**src/rtl/hash_out_mem_writer.sv**
```systemverilog
// hash_out_mem_writer: captures the hash core's digest words and writes them
// into a small memory starting at address 0. The digest length (in bits)
// determines how many words are taken; the final partial word is zero-padded
// above the last valid bit. The number of words is clamped to the memory depth.
//
// Handshake: a word transfers on a rising edge where i_data_in_valid and
// o_data_in_ready are both high. o_data_in_ready depends only on the registered
// state, so there is no combinational path from i_data_in_valid to it. The
// producer may drop valid at any time; the block simply waits.
module hash_out_mem_writer #(
    parameter int IO_WIDTH      = 32,
    parameter int MAX_RAM_DEPTH = 4,
    localparam int AW = (MAX_RAM_DEPTH > 1) ? $clog2(MAX_RAM_DEPTH) : 1
) (
    input  logic                clk,
    input  logic                rst,
    input  logic                i_start,
    input  logic [IO_WIDTH-1:0] i_output_length,
    input  logic [IO_WIDTH-1:0] i_data_in,
    input  logic                i_data_in_valid,
    output logic                o_data_in_ready,
    output logic                o_wr_en,
    output logic [AW-1:0]       o_addr,
    output logic [IO_WIDTH-1:0] o_data_out,
    output logic                o_busy,
    output logic                o_done,
    output logic [1:0]          o_state
);

    localparam int CW = $clog2(MAX_RAM_DEPTH + 1);
    localparam int RW = (IO_WIDTH > 1) ? $clog2(IO_WIDTH) : 1;
    localparam logic [IO_WIDTH-1:0] WIDTH_V = IO_WIDTH'(IO_WIDTH);
    localparam logic [IO_WIDTH-1:0] DEPTH_V = IO_WIDTH'(MAX_RAM_DEPTH);

    typedef enum logic [1:0] {
        IDLE  = 2'd0,
        WRITE = 2'd1,
        FLUSH = 2'd2,
        DONE  = 2'd3
    } state_t;

    state_t            state;
    logic [CW-1:0]     n_words;
    logic [CW-1:0]     beat_cnt;
    logic [RW-1:0]     rem_bits;

    logic [IO_WIDTH-1:0] len_q;
    logic [IO_WIDTH-1:0] len_r;
    logic [IO_WIDTH-1:0] need;
    logic [CW-1:0]       start_n;
    logic [RW-1:0]       start_r;
    logic                last_beat;
    logic [IO_WIDTH-1:0] tail_mask;
    logic [IO_WIDTH-1:0] beat_data;

    // Word count / remainder from the requested length, and the masked write data
    always_comb begin
        len_q     = i_output_length / WIDTH_V;
        len_r     = i_output_length % WIDTH_V;
        // Quotient plus one for a partial word; avoids overflow of len+W-1
        need      = len_q + {{(IO_WIDTH-1){1'b0}}, |len_r};
        start_n   = (need > DEPTH_V) ? CW'(MAX_RAM_DEPTH) : CW'(need);
        start_r   = RW'(len_r);
        last_beat = (beat_cnt == (n_words - 1'b1));
        tail_mask = ~({IO_WIDTH{1'b1}} << rem_bits);
        beat_data = (last_beat && (rem_bits != '0)) ? (i_data_in & tail_mask) : i_data_in;
    end

    assign o_data_in_ready = (state == WRITE);
    assign o_busy          = (state != IDLE);
    assign o_done          = (state == DONE);
    assign o_state         = state;

    // Capture FSM with registered memory-write outputs
    always_ff @(posedge clk or negedge rst) begin
        if (!rst) begin
            state      <= IDLE;
            n_words    <= '0;
            beat_cnt   <= '0;
            rem_bits   <= '0;
            o_wr_en    <= 1'b0;
            o_addr     <= '0;
            o_data_out <= '0;
        end else begin
            o_wr_en <= 1'b0;
            case (state)
                IDLE: begin
                    if (i_start) begin
                        n_words  <= start_n;
                        rem_bits <= start_r;
                        beat_cnt <= '0;
                        state    <= (start_n != '0) ? WRITE : DONE;
                    end
                end
                WRITE: begin
                    if (i_data_in_valid) begin
                        o_wr_en    <= 1'b1;
                        o_addr     <= beat_cnt[AW-1:0];
                        o_data_out <= beat_data;
                        beat_cnt   <= beat_cnt + 1'b1;
                        if (last_beat) begin
                            state <= FLUSH;
                        end
                    end
                end
                // The final write is on the outputs during this cycle
                FLUSH: state <= DONE;
                DONE:  state <= IDLE;
                default: state <= IDLE;
            endcase
        end
    end

endmodule

```
**config.mk**
```make
export PLATFORM = sky130hd
export DESIGN_NAME = hash_out_mem_writer
export DESIGN_NICKNAME = d
export VERILOG_FILES = /design/src/rtl/hash_out_mem_writer.sv
export SDC_FILE = /design/constraint.sdc
export NUM_CORES = 1
export LEC_CHECK = 0
export ABC_AREA = 0
export CORE_UTILIZATION = 41
export DETAILED_ROUTE_END_ITERATION = 7
export PLACE_DENSITY = 0.77
export RECOVER_POWER = 50
export SETUP_SLACK_MARGIN = 0.3
export SYNTH_ARGS = -nofsm -noshare
export SYNTH_HDL_FRONTEND = slang
export SYNTH_SLANG_ARGS = --single-unit
```
**constraint.sdc**
```tcl
create_clock -name clk -period 2.3 [get_ports clk]
set_input_delay 0.46 -clock clk [delete_from_list [all_inputs] [get_ports clk]]
set_output_delay 0.46 -clock clk [all_outputs]
set_load 0.05 [all_outputs]
```
==> results.ini <==
[global_routing]
grt_max_degree=50
antenna_found_initial=0
grt_pass1_vias=3218
grt_overflow_total=0
track_usage_pct=24.7
grt_pass1_wl_um=15000

[route]
drt_pass1_iterations=5
viasPerCell=5.52
wl_per_cell_um=16.2
ant_nets=0
vias=3474
drt_wl_total_um=10200
detail_route.iter0.violations=172
drc_errors=0

[floorplan]
initial_utilization_pct=42.4
die_h_um=88.3
die_area_mm2=0.00780
coreArea_mm2=0.00721
io_pins=108
row_count=31
die_w_um=88.3

[timing]
fin_crit_sh_pct=111
hold_violations=0
period_minus_slack_ps=2550
slew_headroom_pct=21.6
finalWorstSetupSlack_ps=-246
finClkSkew_ps=5.92
setup_viol=4
worst_pin_slew_ps=1180
drv_slew=0
fmax_mhz=393
rsz0062_at_grt=true

[critical_path]
crit_arrival_ps=2770
crit_type=in -> reg
start_kind=primary input
rrSetupSlack_ps=150
reg2reg_from=o_state[1]
cp.required_ps=2520
rr_endpoint=o_data_out[11]
ff2ff_path_depth=6
setup.worst_path.end_class=register
cp_max_fo=3

[power]
comb_power_share_pct=62.0
p_per_area_mw_per_mm2=1060
post-layout-total-power_mw=5.37
p_int_mw=2.66
pwr-share-clk_pct=10.7
max-vdd-ir-drop_v=0.000353
p_seq_share_pct=27.3
sw_frac_of_total_pct=50.6
power_switching_mw=2.72
p_leak_nw=2.21

[layout]
fill_cells=557
multi_input_area_mm2=0.00198
nets=608
final_layout_size_suffix_gt1_share_pct=27.7
diodes=0
register_area_mm2=0.00120
synthToLayoutAreaGrowth_pct=65.9
fin_util_pct=70.3

[synth]
async_flop_share_pct=100
synth-seq-cells=48
yosysWarningCount=0
synth_edf_count=0
ys_seq_area_share_pct=39.3
ys.flop_type=dfrtp_1
syn-num-nets=436
syn_inst=359
synth.distinct_cells=65
synth_area_per_cell_um2=8.51
syn_area_mm2=0.00306

[clock_tree]
cts_sinks=48
cts_tree=done
cts_root_buffer=clkbuf_8
cts_buffers=5
cts_buffer_depth=2
cts_max_level=2
clock_latency_ps=300
path_clk_slew_ps=80

[placed_design]
dp_hpwl_um=7260
port_buffers=107
gp_congestion=0.934

[outcome]
failed_checks=setup timing
outcome=finished, violations left

[job]
maxCapViolCount=0

[min_path]
hold_path_class=in -> async

repair_timing:
action / CTS / global route
cloned: 0 / 1
hold endpoints to repair: 0 / 0
hold buffers: 0 / 0
pin swaps: 29 / 18
setup buffers: 8 / 5
endpoints found under the setup margin: 23 / 12
resized for setup: 74 / 36
cell usage in the layout, fill, tap and decap left out, types with 3 or more instances in the layout:
master	n
clkdlybuf4s50_1	76
nand2_1	68
buf_4	64
dfrtp_1	47
o21ai_0	25
dlygate4sd2_1	20
o21ai_1	18
a21oi_1	15
nor2_1	12
buf_6	12
nor3_1	11
nand4_1	10
inv_1	8
nand3_1	8
ha_1	6
xnor2_1	5
clkbuf_8	5
nor3_4	4
o21a_1	4
clkbuf_1	4
and2_1	3
o31a_1	3
a21oi_2	3
o21ai_2	3
a21o_1	3
nand2b_1	3
and4_4	3
nor4_1	3
mux2_1	3
ha_4	3
buf_2	3
clkbuf_2	3
cell usage after synthesis, types with 3 or more instances:
library cell / number / area [um2]
nand3_1: 10 / 50.1
nand4_1: 10 / 62.6
nor4_1: 3 / 18.8
nor3_1: 16 / 80.1
o31a_1: 3 / 26.3
nand2b_1: 3 / 18.8
o21ai_1: 14 / 70.1
mux2_2: 5 / 56.3
clkbuf_1: 17 / 63.8
dfrtp_1: 48 / 1200
xnor2_1: 6 / 52.6
inv_1: 11 / 41.3
a21o_1: 3 / 22.5
ha_1: 9 / 113
a21oi_1: 18 / 90.1
or3_1: 3 / 18.8
o21ai_0: 33 / 165
and2_1: 3 / 18.8
nor2_1: 13 / 48.8
nand2_1: 70 / 263
o21a_1: 4 / 30.0
cell type report:
| type | instances | share of cell area (%) |
|---|---|---|
| multi-input cells | 281 | 38.9 |
| inverters | 11 | 0.839 |
| well taps | 99 | 2.44 |
| repair buffers | 184 | 32.1 |
| flip-flops and latches | 48 | 23.7 |
| clock buffers | 5 | 1.36 |
| clock inverters | 1 | 0.592 |
power by group through the flow:
| stage | registers [mW] | clock network [mW] | logic (mW) |
|---|---|---|---|
| 3_5_place_dp | 1.46 | 0 | 3.26 |
| 5_1_grt | 1.50 | 0.610 | 3.54 |
| 3_3_place_gp | 1.45 | 0 | 3.22 |
| 6_report | 1.47 | 0.577 | 3.33 |
| 2_1_floorplan | 2.44 | 0 | 1.08 |
| 4_1_cts | 1.45 | 0.581 | 3.30 |
flip-flops by register name, summed over array words and instances (netlist names):
| register | count |
|---|---|
| o_addr | 2 |
| rem_bits | 5 |
| n_words | 3 |
| o_wr_en | 1 |
| beat_cnt | 3 |
| o_data_out | 32 |
| o_state | 2 |
kinds of logic after synthesis:
group | synth area share (%)
and+or+nand+nor | 26.8
AOI/OAI and AO/OA | 21.3
DFF | 39.3
buffers and inverters | 4.50
adders and majority gates | 3.68
xor gates and xnor gates | 2.29
muxes | 2.17
metal layers:
layer / vias up / track usage, % / wire length (um)
met5: - / 0 / 0
met4: 0 / 7.92 / 199
met3: 17 / 3.82 / 641
met2: 151 / 42.9 / 5150
met1: 1646 / 31.7 / 4180
li1: 1660 / - / -
through the flow:
step / setup slack, ps / std cells / setup TNS, ps / cell area [um2] / hold WS (ps)
6_report: -246 / 629 / -641 / 5070 / 135
5_1_grt: -370 / 629 / -1030 / 5070 / 196
4_1_cts: -240 / 623 / -506 / 4950 / 24.3
3_5_place_dp: -1040 / 609 / -3840 / 4670 / 340
3_3_place_gp: -932 / 609 / -3510 / 4670 / 345
2_1_floorplan: -421 / 359 / -997 / 3100 / 164
critical path: stages:
cell and delay, ps:
buf_6 90, nor3_2 150, nand2_1 100, ha_4 180
ha_4 160, nand3_4 70, buf_6 110, buf_6 90
nor2_4 30, buf_6 110, a31o_4 220, a211oi_2 220
nand4_1 140, or4_1 430, a31oi_1 180
worst max path at each step:
stage	from	end	slack [ps]	cells after the start
floorplan	i_output_length[3]	o_state[1]	-420	11
global placement	i_output_length[3]	o_state[1]	-930	12
detailed placement	i_output_length[3]	o_state[1]	-1040	12
CTS	i_output_length[4]	o_state[1]	-240	12
global route	i_output_length[4]	o_state[1]	-370	12
finish	i_output_length[4]	o_state[1]	-250	15
No activity file was read; power rests on OpenSTA's default activity.
